===== src/rtl/signed_booth_multiplier.sv =====
// Sequential radix-2 Booth multiplier for two's-complement operands.
// One Booth step per clock; WIDTH steps per product; start/busy/done handshake.
module signed_booth_multiplier #(
  parameter int unsigned WIDTH = 8
) (
  input  logic                 clk,
  input  logic                 rst,
  input  logic                 start,
  input  logic [WIDTH-1:0]     A,
  input  logic [WIDTH-1:0]     B,
  output logic [2*WIDTH-1:0]   product,
  output logic                 busy,
  output logic                 done
);

  localparam int unsigned AW = WIDTH + 1;
  localparam int unsigned PW = 2 * WIDTH;
  localparam int unsigned CW = $clog2(WIDTH + 1);

  typedef enum logic {
    IDLE = 1'b0,
    CALC = 1'b1
  } state_t;

  state_t          state, state_next;
  logic [WIDTH-1:0] m, m_next;
  logic [WIDTH-1:0] q, q_next;
  logic [AW-1:0]    acc, acc_next;
  logic             q_1, q1_next;
  logic [CW-1:0]    count, count_next;
  logic [PW-1:0]    product_next;
  logic             busy_next;
  logic             done_next;

  // Booth datapath intermediates: extended multiplicand, add/sub result, shifted pair
  logic [AW-1:0]    addend;
  logic [AW-1:0]    sum;
  logic [AW-1:0]    acc_sh;
  logic [WIDTH-1:0] q_sh;

  // State and datapath registers; synchronous reset overrides everything
  always_ff @(posedge clk) begin
    if (rst) begin
      state   <= IDLE;
      m       <= '0;
      q       <= '0;
      acc     <= '0;
      q_1     <= 1'b0;
      count   <= '0;
      product <= '0;
      busy    <= 1'b0;
      done    <= 1'b0;
    end else begin
      state   <= state_next;
      m       <= m_next;
      q       <= q_next;
      acc     <= acc_next;
      q_1     <= q1_next;
      count   <= count_next;
      product <= product_next;
      busy    <= busy_next;
      done    <= done_next;
    end
  end

  // Next-state and Booth step; acc is one bit wider so subtracting the most negative M cannot overflow
  always_comb begin
    state_next   = state;
    m_next       = m;
    q_next       = q;
    acc_next     = acc;
    q1_next      = q_1;
    count_next   = count;
    product_next = product;
    busy_next    = busy;
    done_next    = 1'b0;

    addend = {m[WIDTH-1], m};
    case ({q[0], q_1})
      2'b01:   sum = acc + addend;
      2'b10:   sum = acc - addend;
      default: sum = acc;
    endcase
    acc_sh = {sum[AW-1], sum[AW-1:1]};
    q_sh   = {sum[0], q[WIDTH-1:1]};

    case (state)
      IDLE: begin
        if (start) begin
          m_next     = A;
          q_next     = B;
          acc_next   = '0;
          q1_next    = 1'b0;
          count_next = CW'(WIDTH);
          busy_next  = 1'b1;
          state_next = CALC;
        end
      end
      CALC: begin
        acc_next   = acc_sh;
        q_next     = q_sh;
        q1_next    = q[0];
        count_next = count - CW'(1);
        if (count == CW'(1)) begin
          product_next = {acc_sh[WIDTH-1:0], q_sh};
          done_next    = 1'b1;
          busy_next    = 1'b0;
          state_next   = IDLE;
        end
      end
      default: state_next = IDLE;
    endcase
  end

endmodule


===== config.mk =====
export PLATFORM = sky130hd
export DESIGN_NAME = signed_booth_multiplier
export DESIGN_NICKNAME = d
export VERILOG_FILES = /design/src/rtl/signed_booth_multiplier.sv
export SDC_FILE = /design/constraint.sdc
export NUM_CORES = 1
export LEC_CHECK = 0
export ABC_AREA = 0
export CAP_MARGIN = 20
export CORE_ASPECT_RATIO = 0.75
export CORE_MARGIN = 2
export CORE_UTILIZATION = 58
export DETAILED_ROUTE_END_ITERATION = 12
export PLACE_DENSITY = 0.81
export SLEW_MARGIN = 20
export SYNTH_ARGS = -nofsm -noshare
export SYNTH_HDL_FRONTEND = slang
export SYNTH_SLANG_ARGS = --single-unit

===== constraint.sdc =====
create_clock -name clk -period 4.5 [get_ports clk]
set_input_delay 1.125 -clock clk [delete_from_list [all_inputs] [get_ports clk]]
set_output_delay 1.125 -clock clk [all_outputs]
set_load 0.01 [all_outputs]

==> out/summary.log <==
INFO  run_status     outcome=complete, no violations
INFO  layout         regArea=961um^2
INFO  yosys          synth.top_cells.by_count=dfxtp_1, nor2_1, nand2_1, a21oi_1, inv_1
INFO  yosys          muxShareOfSynthArea=0.0455
INFO  yosys          ys_async_sr_fraction=0
INFO  yosys          synth-edff-count=0
INFO  worst_setup_path critPathArrivalTime=3.16ns
INFO  grt            grt_max_degree=34
INFO  clock_network  htree_levels=2
INFO  grt            grt_pass1_wl=9230um
INFO  yosys          synth.lib_cells_used.distinct=46
INFO  clock_network  tritoncts_num_sinks=48
INFO  yosys          synth_area_leader_cell=dfxtp_1
INFO  grt            grt_util_all_layers=0.252
INFO  clock_network  cts.path.max_buffers=2
INFO  power          pwr-share-comb=0.255
INFO  yosys          synthesis.instances=309
INFO  yosys          mappedNetlistArea=2470um^2
INFO  floorplan      die-width=79.4um
INFO  detailed_routing dr_total_vias=2,233
INFO  layout         layout-drive-gt1-share=0.0472
INFO  sta            min_period_over_period=0.663
INFO  power          leakage_power=0.00111uW
INFO  yosys          synth-xor-area-share=0.0319
INFO  worst_setup_path critPathMostFrequentCell=ha_1
INFO  sta            max_slew_margin=0.523
INFO  worst_setup_path crit_chain=ha_1, mux2_2, inv_1, ha_1, nor2b_1, o31ai_1, a2111oi_0, a221oi_1, o21ai_0
INFO  sta            maxClockFrequency=335MHz
INFO  detailed_routing wl_per_instance=14.5um
INFO  yosys          top_cell_type_s_share_of_synthesized_area=0.389
INFO  worst_setup_path critical_path.startpoint_type=flip-flop
INFO  floorplan      fp.dieArea=4810um^2
INFO  sta            rsz0062_at_grt=no
INFO  yosys          synth_top_family_by_area=compound AO/OA/AOI/OAI gates
INFO  sta            min_period=2.98ns
INFO  yosys          synth.net_count=341
INFO  clock_network  cts_buffers=5
INFO  detailed_routing antenna_left=0
INFO  layout         fin_nets=370
INFO  clock_network  cts-root-buf=clkbuf_8
INFO  detailed_routing drt_drc_violations_left=0
INFO  clock_network  post_cts_clock_slew_at_the_launch_and_capture_registers_of_the_worst_setup_and_hold_paths=0.09ns
INFO  sta            finClkSkew=0.00890ns
INFO  layout         final_util=0.725
INFO  worst_setup_path path_max_fanout=8
INFO  detailed_routing detail_route.vias_per_cell=5.67
INFO  yosys          synth_compound_gate_area_share=0.206
INFO  clock_network  postCtsSetupRepairBufs=0
INFO  floorplan      core_region_area=4080um^2
INFO  clock_network  tritoncts_clock_tree=done
INFO  detailed_routing drtIter0Drc=134
INFO  sta            tns=0ns
INFO  layout         synthToLayoutAreaGrowth=19.5%
INFO  worst_setup_path timing.critical_path.slowest_cell_delay=0.54ns
INFO  power          internal_power=728uW
INFO  power          power_frac_clock=0.295
INFO  place          place.gp.congestion=0.831
INFO  sta            worst-slew-pin-transition=0.713ns
INFO  yosys          synth.most_common_cell=dfxtp_1
INFO  layout         antenna_cells=0
INFO  worst_setup_path crit_type=reg2reg
INFO  yosys          mean_area_per_synthesized_cell=8.00um^2
INFO  clock_network  cts_hold_repair.buffers=0
INFO  sta            report.final.hold_viol_count=0
INFO  yosys          yosysSeqAreaShare=0.389
INFO  clock_network  post_cts.resized_instances=0
INFO  layout         multiInputGateArea=1380um^2
INFO  worst_setup_path crit_required=4.68ns
INFO  floorplan      vertical_die_dimension=60.5um
INFO  power          net-switching-power=311uW
INFO  place          placement.io_buffers=36
INFO  place          post_dp_hpwl=3950um
INFO  yosys          yosys_warnings=0
INFO  yosys          ys_dominant_reg_cell=dfxtp_1
INFO  power          switching_share=0.299
INFO  floorplan      num_io_pins=37
INFO  yosys          synth-seq-cells=48
INFO  floorplan      floorplan.initialDensity=0.606
INFO  power          ir_drop=193uV
INFO  power          power=1040uW
INFO  grt            first_global_vias=1,914
INFO  floorplan      placementRows=20
INFO  flow_run       timing.max_cap.violations=0
INFO  grt            number_of_antenna_violations_at_the_first_check_in_global_routing=0
INFO  clock_network  clock_insertion_delay_worst_skew=0.30ns
INFO  grt            grt_remaining_overflow=0
INFO  detailed_routing drtPass1Iterations=4
INFO  yosys          synthAdderAreaFrac=0.0688
INFO  sta            timing.final.setup_violations=0
INFO  yosys          post_synth_main_area_contributors=dfxtp_1, a21oi_1, nor2_1
INFO  layout         layout.filler_cells=331
INFO  worst_setup_path critPathSlowestCell=o31ai_1
INFO  power          seq_power_share=0.450
INFO  hold_path      hp-class=reg2reg
INFO  yosys          post_synthesis_share_of_cell_area_spent_on_and_or_nand_and_nor_gates=0.205
INFO  detailed_routing finalWirelength=5730um
INFO  worst_setup_path critical_path.endpoint_type=flip-flop
INFO  sta            report.final.slew_viol_count=0
INFO  power          power_density=351nW/um^2
-- worst max-delay path: cells and delay by family (launching register included) --
| kind | cells | cell delay (ns) |
|---|---|---|
| AOI/OAI and AO/OA | 4 | 1.33 |
| adders and majority gates | 2 | 0.56 |
| muxes | 1 | 0.40 |
| DFF | 1 | 0.36 |
| and+or+nand+nor | 1 | 0.16 |
| buffers and inverters | 1 | 0.06 |
-- kinds of logic after synthesis --
kind of cell	count (synthesis)
xor gates and xnor gates	9
adders and majority gates	13
AOI/OAI and AO/OA	81
muxes	11
buffers and inverters	33
DFF	48
and+or+nand+nor	114
-- registers in the layout, indices dropped and copies added (netlist names) --
signal and flops:
acc 8, busy 1, count 4, done 1
m 8, product 16, q 8, q_1 1
state 1
-- placed cells by master (no fill, tap or decap), drive strengths merged, types with 2 or more instances in the layout --
cell type,n
nand4,2
nor2,45
nor2b,3
ha,12
o211ai,3
buf,2
a21o,3
nand3,3
xor2,3
inv,15
clkdlybuf4s50,36
dfxtp,48
a31o,3
clkbuf,6
or3,2
a21oi,36
a211oi,8
xnor2,6
mux2i,9
clkinv,3
o21ai,8
nor3,11
nand3b,4
a311oi,3
o31a,2
nand2,39
a31oi,5
nand2b,2
mux2,2
-- stage by stage --
stage	setup slack, ns	std cells	area, um^2	hold WS (ns)
after global routing	1.40	394	2960	0.475
after CTS	1.57	394	2960	0.463
after detailed placement	1.26	386	2850	0.449
final	1.52	394	2960	0.461
after global placement	1.37	386	2850	0.443
after floorplan	1.91	309	2470	0.441
-- power by group through the flow --
| stage | clock network (uW) | logic [uW] | registers, uW |
|---|---|---|---|
| 4_1_cts | 311 | 262 | 467 |
| 2_1_floorplan | 0 | 197 | 472 |
| 3_5_place_dp | 0 | 259 | 476 |
| 6_report | 307 | 265 | 467 |
| 3_3_place_gp | 0 | 253 | 476 |
| 5_1_grt | 328 | 295 | 470 |
-- metal layers --
| layer | GRT usage | routed length [um] |
|---|---|---|
| met5 | 0 | 0 |
| met4 | 0.0813 | 80 |
| met3 | 0.0506 | 274 |
| met2 | 0.378 | 2500 |
| met1 | 0.370 | 2880 |
-- final cells by class --
type	count	area share
Clock buffer	6	0.0246
Tap cell	55	0.0233
Clock inverter	2	0.0119
Multi-Input combinational cell	228	0.467
Inverter	17	0.0216
Timing Repair Buffer	38	0.127
Sequential cell	48	0.325
-- worst paths after layout --
check | from | end | slack, ns | cells past startpoint
setup reg to reg | q[0] | product[12] | 1.52 | 9
hold / removal | product[2] | product[2] | 0.46 | 2
setup / recovery | q[0] | product[12] | 1.52 | 9
hold reg to reg | product[2] | product[2] | 0.46 | 2
Power figures use the tool's default switching activity.
